<file path="config.mk">
export PLATFORM = sky130hd
export DESIGN_NAME = apb_master
export DESIGN_NICKNAME = d
export VERILOG_FILES = /design/src/rtl/apb_master.sv
export SDC_FILE = /design/constraint.sdc
export NUM_CORES = 1
export LEC_CHECK = 0
export ABC_CLOCK_PERIOD_IN_PS = 1450
export CAP_MARGIN = 25
export CORE_AREA = 2 2 100 102
export DETAILED_ROUTE_END_ITERATION = 10
export DIE_AREA = 0 0 102 104
export GPL_ROUTABILITY_DRIVEN = 0
export PLACE_DENSITY = 0.78
export SYNTH_ARGS = -nofsm -noshare
export SYNTH_HDL_FRONTEND = slang
export SYNTH_SLANG_ARGS = --single-unit
</file>
<file path="constraint.sdc">
create_clock -name PCLK -period 1.45 [get_ports PCLK]
set_input_delay 0.435 -clock PCLK [delete_from_list [all_inputs] [get_ports PCLK]]
set_output_delay 0.435 -clock PCLK [all_outputs]
set_load 0.03 [all_outputs]
</file>
<file path="src/rtl/apb_master.sv">
// APB requester: converts valid/ready commands into APB SETUP/ACCESS transfers
// and returns a one-cycle response pulse. A wait-state timeout aborts
// transfers to responders that never assert PREADY.
module apb_master #(
    parameter int unsigned ADDR_WIDTH     = 16,
    parameter int unsigned DATA_WIDTH     = 32,
    parameter int unsigned TIMEOUT_CYCLES = 16
) (
    input  logic                  PCLK,
    input  logic                  PRESETn,
    input  logic                  cmd_valid,
    output logic                  cmd_ready,
    input  logic                  cmd_write,
    input  logic [ADDR_WIDTH-1:0] cmd_addr,
    input  logic [DATA_WIDTH-1:0] cmd_wdata,
    output logic                  rsp_valid,
    output logic [DATA_WIDTH-1:0] rsp_rdata,
    output logic                  rsp_err,
    output logic                  rsp_timeout,
    output logic                  PSEL,
    output logic                  PENABLE,
    output logic [ADDR_WIDTH-1:0] PADDR,
    output logic                  PWRITE,
    output logic [DATA_WIDTH-1:0] PWDATA,
    input  logic [DATA_WIDTH-1:0] PRDATA,
    input  logic                  PREADY,
    input  logic                  PSLVERR
);

    localparam bit          TIMEOUT_EN = (TIMEOUT_CYCLES > 0);
    localparam int unsigned CNT_W      = TIMEOUT_EN ? $clog2(TIMEOUT_CYCLES + 1) : 1;
    localparam int unsigned CNT_SAT_I  = TIMEOUT_EN ? TIMEOUT_CYCLES : 1;
    localparam int unsigned CNT_LAST_I = TIMEOUT_EN ? TIMEOUT_CYCLES - 1 : 0;
    localparam logic [CNT_W-1:0] CNT_SAT  = CNT_W'(CNT_SAT_I);
    localparam logic [CNT_W-1:0] CNT_LAST = CNT_W'(CNT_LAST_I);

    typedef enum logic [1:0] {
        ST_IDLE   = 2'd0,
        ST_SETUP  = 2'd1,
        ST_ACCESS = 2'd2
    } state_e;

    state_e                state_q, state_d;
    logic [CNT_W-1:0]      cnt_q, cnt_d;
    logic                  psel_q, psel_d;
    logic                  penable_q, penable_d;
    logic [ADDR_WIDTH-1:0] paddr_q, paddr_d;
    logic                  pwrite_q, pwrite_d;
    logic [DATA_WIDTH-1:0] pwdata_q, pwdata_d;
    logic                  rsp_valid_q, rsp_valid_d;
    logic [DATA_WIDTH-1:0] rsp_rdata_q, rsp_rdata_d;
    logic                  rsp_err_q, rsp_err_d;
    logic                  rsp_timeout_q, rsp_timeout_d;

    // Next-state, transfer capture, wait counting and response generation
    always_comb begin
        state_d       = state_q;
        cnt_d         = cnt_q;
        paddr_d       = paddr_q;
        pwrite_d      = pwrite_q;
        pwdata_d      = pwdata_q;
        rsp_valid_d   = 1'b0;
        rsp_rdata_d   = '0;
        rsp_err_d     = 1'b0;
        rsp_timeout_d = 1'b0;

        case (state_q)
            ST_IDLE: begin
                if (cmd_valid) begin
                    paddr_d  = cmd_addr;
                    pwrite_d = cmd_write;
                    pwdata_d = cmd_wdata;
                    cnt_d    = '0;
                    state_d  = ST_SETUP;
                end
            end
            ST_SETUP: begin
                cnt_d   = '0;
                state_d = ST_ACCESS;
            end
            ST_ACCESS: begin
                if (PREADY) begin
                    state_d     = ST_IDLE;
                    rsp_valid_d = 1'b1;
                    rsp_err_d   = PSLVERR;
                    rsp_rdata_d = pwrite_q ? '0 : PRDATA;
                end else begin
                    if (cnt_q != CNT_SAT) begin
                        cnt_d = cnt_q + CNT_W'(1);
                    end
                    // Counter is about to reach the limit with PREADY still low
                    if (TIMEOUT_EN && (cnt_q == CNT_LAST)) begin
                        state_d       = ST_IDLE;
                        rsp_valid_d   = 1'b1;
                        rsp_err_d     = 1'b1;
                        rsp_timeout_d = 1'b1;
                    end
                end
            end
            default: begin
                state_d = ST_IDLE;
            end
        endcase

        psel_d    = (state_d != ST_IDLE);
        penable_d = (state_d == ST_ACCESS);
    end

    // State and output registers with synchronous active-low reset
    always_ff @(posedge PCLK) begin
        if (!PRESETn) begin
            state_q       <= ST_IDLE;
            cnt_q         <= '0;
            psel_q        <= 1'b0;
            penable_q     <= 1'b0;
            paddr_q       <= '0;
            pwrite_q      <= 1'b0;
            pwdata_q      <= '0;
            rsp_valid_q   <= 1'b0;
            rsp_rdata_q   <= '0;
            rsp_err_q     <= 1'b0;
            rsp_timeout_q <= 1'b0;
        end else begin
            state_q       <= state_d;
            cnt_q         <= cnt_d;
            psel_q        <= psel_d;
            penable_q     <= penable_d;
            paddr_q       <= paddr_d;
            pwrite_q      <= pwrite_d;
            pwdata_q      <= pwdata_d;
            rsp_valid_q   <= rsp_valid_d;
            rsp_rdata_q   <= rsp_rdata_d;
            rsp_err_q     <= rsp_err_d;
            rsp_timeout_q <= rsp_timeout_d;
        end
    end

    assign cmd_ready   = (state_q == ST_IDLE);
    assign PSEL        = psel_q;
    assign PENABLE     = penable_q;
    assign PADDR       = paddr_q;
    assign PWRITE      = pwrite_q;
    assign PWDATA      = pwdata_q;
    assign rsp_valid   = rsp_valid_q;
    assign rsp_rdata   = rsp_rdata_q;
    assign rsp_err     = rsp_err_q;
    assign rsp_timeout = rsp_timeout_q;

endmodule

</file>
==> impl_metrics.py <==
metrics = {
    "finish": {
        "area_growth_pct": 71.2,
        "final_nets": 569,
        "drive_above_1_share_pct": 31.3,
        "n_antenna_cell": 0,
        "nFillCells": 804,
        "fin_cells": 618,
    },
    "timing": {
        "relSlewSlack_pct": 84.6,
        "clock_skew_ns": 0.0113,
        "grt_setup_unrepaired": "yes",
        "period_minus_slack_ns": 1.49,
        "timing.final.crit_share_pct": 103,
        "finalWorstSetupSlack_ns": -0.0436,
        "drv_slew": 0,
        "setup_viol": 26,
        "clock.fmax_mhz": 670,
        "hold_violations": 0,
        "tightest_slew_ns": 0.231,
    },
    "worst_hold_path": {
        "hold_path_class": "reg2reg",
        "min_path_cells": 2,
    },
    "floorplanning": {
        "start_util_pct": 34.3,
        "boundaryPins": 173,
        "coreArea_um2": 9550,
        "die_h_um": 104,
        "row_count": 36,
        "dieArea_um2": 10600,
        "die_w_um": 102,
    },
    "grt": {
        "grt_pass1_vias": 2795,
        "met3_usage_pct": 7.06,
        "grt_overflow_total": 0,
        "grt_use_met2_pct": 28.1,
        "met1_usage_pct": 16.8,
        "grt_most_used_layer": "met2",
        "grt_max_degree": 60,
        "grt_pass1_wl_mm": 13.4,
        "antenna_found_initial": 0,
        "grt_use_total_pct": 16.2,
    },
    "setup_path": {
        "critPathRequiredTime_ns": 1.69,
        "rrSetupSlack_ns": -0.04,
        "worst_setup_path_start_kind": "flip-flop",
        "worstPathArrival_ns": 1.74,
        "reg2reg_depth": 6,
        "crit_type": "reg2reg",
        "cp_max_fo": 7,
        "worst_setup_path_end_kind": "flip-flop",
    },
    "detailed_routing": {
        "firstDrtPassIters": 4,
        "dr_total_vias": 2708,
        "via_per_inst": 4.38,
        "drc_errors": 0,
        "drt_wl_total_mm": 8.82,
        "ant_nets": 0,
        "drtIter0Drc": 29,
        "avgRoutedWirePerCell_um": 14.3,
    },
    "flow_run": {
        "maxCapViolations": 0,
    },
    "placed_design": {
        "dp_slack_ns": -0.515,
        "dpl.cell_count": 587,
        "hpwlAfterDp_mm": 5.92,
        "portBuffers": 172,
    },
    "status": {
        "violations": "negative setup slack",
        "status": "finished, violations left",
    },
    "clock_network": {
        "cts_buffers": 9,
        "insertion_delay_ns": 0.35,
        "root_buffer": "clkbuf_8",
        "cts_sinks": 93,
        "cts_hold_buf": 0,
        "clkTransAtPathRegs_ns": 0.09,
        "cts_tree": "yes",
        "cts_max_path_buffers": 2,
        "h-tree-depth": 3,
    },
    "synth": {
        "synthCells": 284,
        "syn_nets": 373,
        "ys_seq_area_share_pct": 56.9,
        "synth_seq_cells": 93,
        "avgSynthCellArea_um2": 11.5,
        "ys_warn_count": 0,
        "ys_types": 30,
        "syn-cell-area_um2": 3270,
    },
    "power_and_ir_drop": {
        "power_mw": 5.44,
        "peakVddDrop_uv": 483,
        "power.leakage_nw": 2.37,
        "power_density_nw_per_um2": 971,
    },
}
final timing paths:
check	from	end
worst max-delay path	state_q[1]$_SDFF_PN0_	PWDATA[23]$_SDFFE_PN0P_
worst min-delay path	cnt_q[4]$_SDFFE_PN0P_	cnt_q[4]$_SDFFE_PN0P_
worst max register to register	state_q[1]$_SDFF_PN0_	PWDATA[23]$_SDFFE_PN0P_
worst min register to register	cnt_q[4]$_SDFFE_PN0P_	cnt_q[4]$_SDFFE_PN0P_
state kept, by name, summed over array words and instances, names as in the netlist, 2 cells and up:
register   cells
PADDR         16
state_q        2
cnt_q          5
rsp_rdata     32
PWDATA        32
logic make-up after synthesis:
family / after synthesis / share of synthesized area, %
and+or+nand+nor: 112 / 21.6
muxes: 51 / 15.6
AOI/OAI and AO/OA: 7 / 1.87
buffers and inverters: 18 / 2.91
DFF: 93 / 56.9
adders and majority gates: 3 / 1.15
worst max-delay path, stage by stage, from the launching register on:
cell	delay [ns]
dfxtp_4	0.36
buf_6	0.13
nor3b_4	0.24
buf_6	0.23
buf_12	0.16
mux2i_4	0.22
nor2b_1	0.07
cell usage after synthesis (all sizes together):
cell | instances | area share (%)
nand2 | 5 | 0.57
inv | 3 | 0.34
nor2 | 4 | 0.46
o211ai | 2 | 0.46
o32ai | 1 | 0.50
nand4b | 2 | 0.54
and3 | 1 | 0.19
nor4b | 1 | 0.27
or4 | 3 | 0.69
or2 | 2 | 0.38
buf | 9 | 1.9
a311o | 1 | 0.31
o21a | 2 | 0.46
ha | 3 | 1.1
nor3b | 3 | 0.84
nand2b | 2 | 0.38
o21ai | 1 | 0.15
nand3b | 1 | 0.34
and2 | 33 | 6.3
nor2b | 52 | 9.9
nand3 | 1 | 0.15
and4bb | 1 | 0.38
dfxtp | 93 | 57
nor3 | 1 | 0.15
mux2i | 51 | 16
clkbuf | 6 | 0.69
cells in the final DEF, fill, tap and decap left out, types with 2 or more instances in the layout:
| cell | n |
|---|---|
| and2_1 | 33 |
| buf_12 | 10 |
| buf_16 | 3 |
| buf_2 | 42 |
| buf_4 | 31 |
| buf_6 | 6 |
| clkbuf_16 | 3 |
| clkbuf_8 | 11 |
| clkdlybuf4s15_2 | 20 |
| clkdlybuf4s50_1 | 83 |
| clkinv_2 | 2 |
| clkinv_4 | 2 |
| dfxtp_1 | 89 |
| dfxtp_4 | 4 |
| ha_4 | 2 |
| inv_2 | 2 |
| mux2i_1 | 48 |
| mux2i_4 | 2 |
| nand2_1 | 5 |
| nand2b_1 | 2 |
| nand4b_1 | 2 |
| nor2_1 | 3 |
| nor2b_1 | 52 |
| o211ai_1 | 2 |
| o21a_1 | 2 |
| or4_1 | 3 |
through the flow:
stage / area [um^2] / hold slack (ns) / TNS (ns) / utilization [%]
2_1_floorplan: 3280 / 0.443 / 0 / -
3_3_place_gp: 5230 / 0.459 / -29.68 / 54.8
3_5_place_dp: 5230 / 0.468 / -31.81 / 54.8
4_1_cts: 5660 / 0.476 / -0.108 / 59.3
5_1_grt: 5600 / 0.506 / -2.58 / 58.7
6_report: 5600 / 0.482 / -0.545 / 58.7
power by group:
part / switching, mW / total (mW) / internal [mW]
logic: 0.510 / 1.11 / 0.603
clock network: 0.896 / 1.61 / 0.718
registers: 0.0583 / 2.72 / 2.66
total: 1.47 / 5.44 / 3.98
routing by layer:
layer	up-vias	wire [um]
li1	1331	-
met1	1227	3300
met2	136	4350
met3	14	995
met4	0	174
met5	-	0
final cells by class:
| class | instances | area [um^2] | share of cell area (%) |
|---|---|---|---|
| inverters | 3 | 11.3 | 0.201 |
| clock buffers | 11 | 151 | 2.70 |
| well taps | 133 | 166 | 2.97 |
| clock inverters | 5 | 35.0 | 0.625 |
| flip-flops and latches | 93 | 1880 | 33.5 |
| repair buffers | 200 | 1940 | 34.7 |
| multi-input cells | 173 | 1420 | 25.3 |
timing repair:
action	CTS	global route
gates resized for setup	250	59
buffers inserted	7	2
setup endpoints to repair	116	87
gates cloned	3	3
pin swaps	10	6
No activity file was read; power rests on OpenSTA's default activity.
